### src/rtl/ste_pkg.sv
// Shared width helpers for the short-time-energy / VAD engine.
package ste_pkg;

  function automatic int unsigned clog2(input int unsigned v);
    int unsigned r;
    r = 0;
    for (int unsigned i = 0; i < 32; i++) begin
      if ((64'd1 << i) < 64'(v)) r = i + 1;
    end
    return r;
  endfunction

  function automatic int unsigned sq_w(input int unsigned data_width);
    return 2 * data_width;
  endfunction

  function automatic int unsigned cnt_w(input int unsigned window_size);
    return clog2(window_size);
  endfunction

  function automatic int unsigned acc_w(input int unsigned data_width,
                                        input int unsigned window_size);
    return sq_w(data_width) + clog2(window_size);
  endfunction

  // Counter must hold HANGOVER itself; keep at least one bit for HANGOVER=0.
  function automatic int unsigned hang_w(input int unsigned hangover);
    int unsigned w;
    w = clog2(hangover + 1);
    return (w == 0) ? 1 : w;
  endfunction

endpackage

### src/rtl/ste_square.sv
// One-stage registered signed squarer; valid follows the sample by one cycle.
module ste_square import ste_pkg::*; #(
  parameter int unsigned DATA_WIDTH = 16
) (
  input  logic                            i_clk,
  input  logic                            i_clear,
  input  logic [DATA_WIDTH-1:0]           i_data,
  input  logic                            i_valid,
  output logic [sq_w(DATA_WIDTH)-1:0]     o_sq,
  output logic                            o_valid
);

  localparam int unsigned SQ_W = sq_w(DATA_WIDTH);

  logic signed [SQ_W-1:0] w_ext;
  logic signed [SQ_W-1:0] w_prod;
  logic        [SQ_W-1:0] r_sq;
  logic                   r_valid;

  // Sign-extend first so the most-negative input squares without wrapping.
  assign w_ext  = {{DATA_WIDTH{i_data[DATA_WIDTH-1]}}, i_data};
  assign w_prod = w_ext * w_ext;

  always_ff @(posedge i_clk) begin
    if (i_clear) begin
      r_sq    <= '0;
      r_valid <= 1'b0;
    end else begin
      r_valid <= i_valid;
      if (i_valid) r_sq <= w_prod;
    end
  end

  assign o_sq    = r_sq;
  assign o_valid = r_valid;

endmodule

### src/rtl/ste_window_vad.sv
// Windowed short-time energy with threshold voice-activity detection and hangover.
module ste_window_vad import ste_pkg::*; #(
  parameter int unsigned DATA_WIDTH  = 16,
  parameter int unsigned WINDOW_SIZE = 64,
  parameter int unsigned HANGOVER    = 3
) (
  input  logic                                       i_clk,
  input  logic                                       i_reset,
  input  logic [DATA_WIDTH-1:0]                      i_data,
  input  logic                                       i_data_valid,
  input  logic                                       i_flush,
  input  logic [acc_w(DATA_WIDTH, WINDOW_SIZE)-1:0]  i_threshold,
  output logic [acc_w(DATA_WIDTH, WINDOW_SIZE)-1:0]  o_ste,
  output logic                                       o_ste_valid,
  output logic                                       o_voice_active
);

  localparam int unsigned SQ_W   = sq_w(DATA_WIDTH);
  localparam int unsigned ACC_W  = acc_w(DATA_WIDTH, WINDOW_SIZE);
  localparam int unsigned CNT_W  = cnt_w(WINDOW_SIZE);
  localparam int unsigned HANG_W = hang_w(HANGOVER);

  logic [SQ_W-1:0]   w_sq;
  logic              w_sq_valid;
  logic [ACC_W-1:0]  w_energy;
  logic              w_last;

  logic [ACC_W-1:0]  r_acc;
  logic [CNT_W-1:0]  r_cnt;
  logic [HANG_W-1:0] r_hang;
  logic [ACC_W-1:0]  r_ste;
  logic              r_ste_valid;
  logic              r_voice;

  ste_square #(
    .DATA_WIDTH (DATA_WIDTH)
  ) u_square (
    .i_clk   (i_clk),
    .i_clear (i_reset | i_flush),
    .i_data  (i_data),
    .i_valid (i_data_valid),
    .o_sq    (w_sq),
    .o_valid (w_sq_valid)
  );

  assign w_energy = r_acc + ACC_W'(w_sq);
  assign w_last   = (r_cnt == CNT_W'(WINDOW_SIZE - 1));

  always_ff @(posedge i_clk) begin
    if (i_reset) begin
      r_acc       <= '0;
      r_cnt       <= '0;
      r_hang      <= '0;
      r_ste       <= '0;
      r_ste_valid <= 1'b0;
      r_voice     <= 1'b0;
    end else begin
      r_ste_valid <= 1'b0;
      if (i_flush) begin
        // Aborted window: ste, VAD state and hang counter are left alone.
        r_acc <= '0;
        r_cnt <= '0;
      end else if (w_sq_valid) begin
        if (w_last) begin
          r_acc       <= '0;
          r_cnt       <= '0;
          r_ste       <= w_energy;
          r_ste_valid <= 1'b1;
          if (w_energy > i_threshold) begin
            r_voice <= 1'b1;
            r_hang  <= HANG_W'(HANGOVER);
          end else if (r_hang == '0) begin
            r_voice <= 1'b0;
          end else begin
            r_hang <= r_hang - HANG_W'(1);
          end
        end else begin
          r_acc <= w_energy;
          r_cnt <= r_cnt + CNT_W'(1);
        end
      end
    end
  end

  assign o_ste          = r_ste;
  assign o_ste_valid    = r_ste_valid;
  assign o_voice_active = r_voice;

endmodule

### config.mk
export PLATFORM = sky130hd
export DESIGN_NAME = ste_window_vad
export DESIGN_NICKNAME = d
export VERILOG_FILES = /design/src/rtl/ste_pkg.sv /design/src/rtl/ste_square.sv /design/src/rtl/ste_window_vad.sv
export SDC_FILE = /design/constraint.sdc
export NUM_CORES = 1
export LEC_CHECK = 0
export BUFFER_PORTS_ARGS = -buffer_cell sky130_fd_sc_hd__buf_2
export CORE_AREA = 2 2 158 199
export CTS_BUF_LIST = sky130_fd_sc_hd__clkbuf_8
export DETAILED_ROUTE_END_ITERATION = 16
export DIE_AREA = 0 0 160 201
export GPL_ROUTABILITY_DRIVEN = 0
export PLACE_DENSITY = 0.72
export SLEW_MARGIN = 15
export SYNTH_ARGS = -nofsm -noshare
export SYNTH_HDL_FRONTEND = slang
export SYNTH_HIERARCHICAL = 1
export SYNTH_SLANG_ARGS = --single-unit
### constraint.sdc
create_clock -name i_clk -period 8.6 [get_ports i_clk]
set_input_delay 0.43 -clock i_clk [delete_from_list [all_inputs] [get_ports i_clk]]
set_output_delay 0.43 -clock i_clk [all_outputs]
set_load 0.005 [all_outputs]
==> impl_metrics.csv <==
group,metric,value,unit
min_path,holdCritPathClass,"in2reg",
worst_setup_path,crit_chain,"buf_2 -> inv_1 -> nor2_1 -> fa_1 -> fa_1 -> inv_1 -> fa_1 -> fa_1 -> fa_1 -> fa_1 -> inv_1 -> ha_1 -> a21oi_1 -> o21ai_0 -> nand3b_1 -> o22ai_2 -> o21a_2 -> nor2_1 -> or3_1 -> a31o_1",
grt,grt_pass1_wl,65.2,mm
yosys,synth_area,16500,um^2
finish,layout_common_cells,"423 x inv_1, 235 x fa_1, 179 x nand2_1",
job,drv_cap,0,
worst_setup_path,critPathKind,"in2reg",
floorplanning,num_rows,72,
clock_network,cts_tree,"built",
yosys,ys_seq_area_share,14.4,%
finish,antenna_cells,0,
worst_setup_path,path_common_cell,"fa_1",
finish,synthToLayoutAreaGrowth,6.80,%
clock_network,cts_max_level,4,
yosys,async_flop_share,0,%
yosys,syn-num-nets,2388,
clock_network,clock_path_buffers,2,
worst_setup_path,startpoint,"i_data[15]",
yosys,synth_cells,1934,
timing,fin_crit_sh,77.2,%
drt,totalWireLength,38.1,mm
clock_network,clk_pin_slew_worst_paths,0.08,ns
yosys,ys.flop_type,"dfxtp_1",
worst_setup_path,start_kind,"primary input",
clock_network,clkLatencyLatePin,0.46,ns
floorplanning,initial_core_util,54.0,%
floorplanning,fp.dieH,201,um
drt,post-route-drc-count,0,
yosys,syn_area_per_cell,8.51,um^2
timing,slew_headroom,35.0,%
timing,finalSetupViolations,0,
clock_network,cts_hold_buf,0,
clock_network,numCtsBuffers,17,
drt,ant_nets,0,
clock_network,clock_sinks,118,
worst_setup_path,worst_ep_arrival_time,7.00,ns
drt,drtIter0Drc,678,
min_path,min_from,"i_flush",
placed_design,dpl_cell_area,17200,um^2
yosys,ys_seq_elements,118,
timing,rsz0062_at_grt,"no",
clock_network,postCtsSetupBuffers,0,
timing,min_period,6.64,ns
drt,routedWlPerCell,15.9,um
worst_setup_path,worstPathRequired,8.96,ns
timing,drv_slew,0,
timing,hold_viol_final,0,
grt,grt_pass1_vias,13841,
grt,grt_overflow_total,0,
yosys,synth.top_cell.area_share,28.6,%
placed_design,dpl.cell_count,2372,
finish,final_cells,2403,
run_status,status,"completed",
floorplanning,dieArea,32200,um^2
timing,setup_tns,0,ns
floorplanning,core_area,30400,um^2
grt,antenna_found_initial,0,
drt,avgViaCountPerCell,5.46,
floorplanning,die_w,160,um
placed_design,io_buffer_count,97,
drt,vias,13131,
floorplanning,num_io_pins,98,
clock_network,cts-root-buf,"clkbuf_8",
worst_setup_path,max_stage_delay,0.84,ns
yosys,yosysWarnings,6,
grt,grt_usage,24.8,%
finish,final_area,17600,um^2
drt,drt_first_pass_iters,5,
yosys,synth_area_leaders,"fa_1 29%, dfxtp_1 14%, ha_1 12%",
timing,fmax,151,MHz
worst_setup_path,cpMaxStageDelayCell,"fa_1",
finish,final_common_cell,"inv_1",
grt,grt_max_degree,66,
yosys,synth_edf_count,0,
placed_design,hpwlAfterDp,31.2,mm
yosys,synth_top_area_cell,"fa_1",
clock_network,cts_resized,0,
worst_setup_path,cp_max_fo,19,
timing,worst_slew_pin_slew,0.975,ns
yosys,synth.distinct_cells,81,
timing,finClkSkew,0.0128,ns
worst_setup_path,rr_startpoint,"u_square/o_sq[0]",
worst_setup_path,crit_path_end_kind,"flip-flop",
finish,final_layout_size_suffix_gt1_share,8.37,%
finish,nets,2438,
-- metal layers --
layer	vias up	GRT usage [%]	wire length, um
met5	-	0	0
met4	0	9.33	1390
met3	95	2.98	1130
met2	274	45.6	20000
met1	6476	29.5	15600
li1	6286	-	-
-- stage by stage --
stage               setup slack, ns  util [%]  hold slack [ns]
finish                         1.96      57.7            0.368
global route                   1.52      57.7            0.391
CTS                            1.96      57.7            0.353
detailed placement             1.48      56.5            0.448
global placement               1.69      56.5            0.442
floorplan                      2.02         -            0.429
-- sequential cells by signal, summed over array words and instances (netlist names) --
| signal | cells |
|---|---|
| u_square/o_sq | 31 |
| r_acc | 38 |
| r_hang | 2 |
| r_cnt | 6 |
| o_ste_valid | 1 |
| u_square/o_valid | 1 |
| o_ste | 38 |
| o_voice_active | 1 |
-- Yosys cell counts, types with 6 or more instances --
cell / n
inv_1: 424
fa_1: 235
nand2_1: 179
ha_1: 161
nor2_1: 120
dfxtp_1: 118
a21oi_1: 99
clkbuf_1: 62
and2_1: 51
xnor2_1: 48
o21ai_0: 43
a21o_1: 34
nand3_1: 31
nand4_1: 29
xor2_1: 25
mux2i_1: 21
a22oi_1: 19
nor3_1: 17
nand2b_1: 15
a31oi_1: 13
and3_1: 13
a211oi_1: 12
a22o_1: 12
o21ai_1: 11
a211o_1: 10
nor2b_1: 9
o21a_1: 9
nor3b_1: 7
or3_1: 6
-- kinds of logic after synthesis --
kind of cell	after synthesis	synth area share, %
AO/OA/AOI/OAI	322	13.4
XOR/XNOR	74	3.98
adder cells (fa/ha/maj)	396	40.8
buffers and inverters	494	11.3
flip-flops	118	14.4
multiplexers	21	1.28
other	1	0.0228
AND/OR/NAND/NOR	508	14.7
-- final cells by class --
type                       instances  area (um^2)
multi-input combinational       1322        12200
clock buffer                      19          262
sequential                       118         2360
fill                            2847        12900
tap                              407          509
inverter                         424         1590
clock inverter                    12          105
timing repair buffer             101          515
-- worst max-delay path: cells and delay by family --
kind | cells | cell delay, ns
AOI/OAI and AO/OA | 5 | 0.92
adders and majority gates | 7 | 3.77
buffers and inverters | 4 | 0.94
and+or+nand+nor | 4 | 0.92
-- worst paths after layout --
kind,endpoint,slack [ns],cells past startpoint
setup / recovery,u_square/o_sq[29],1.96,20
hold reg to reg,o_ste[5],0.46,2
setup reg to reg,r_hang[1],4.13,18
hold / removal,r_acc[34],0.37,4
Power is left out: the tool's default activity adds up to more than one toggle a clock period on the data nets, which glitch-free logic cannot reach.
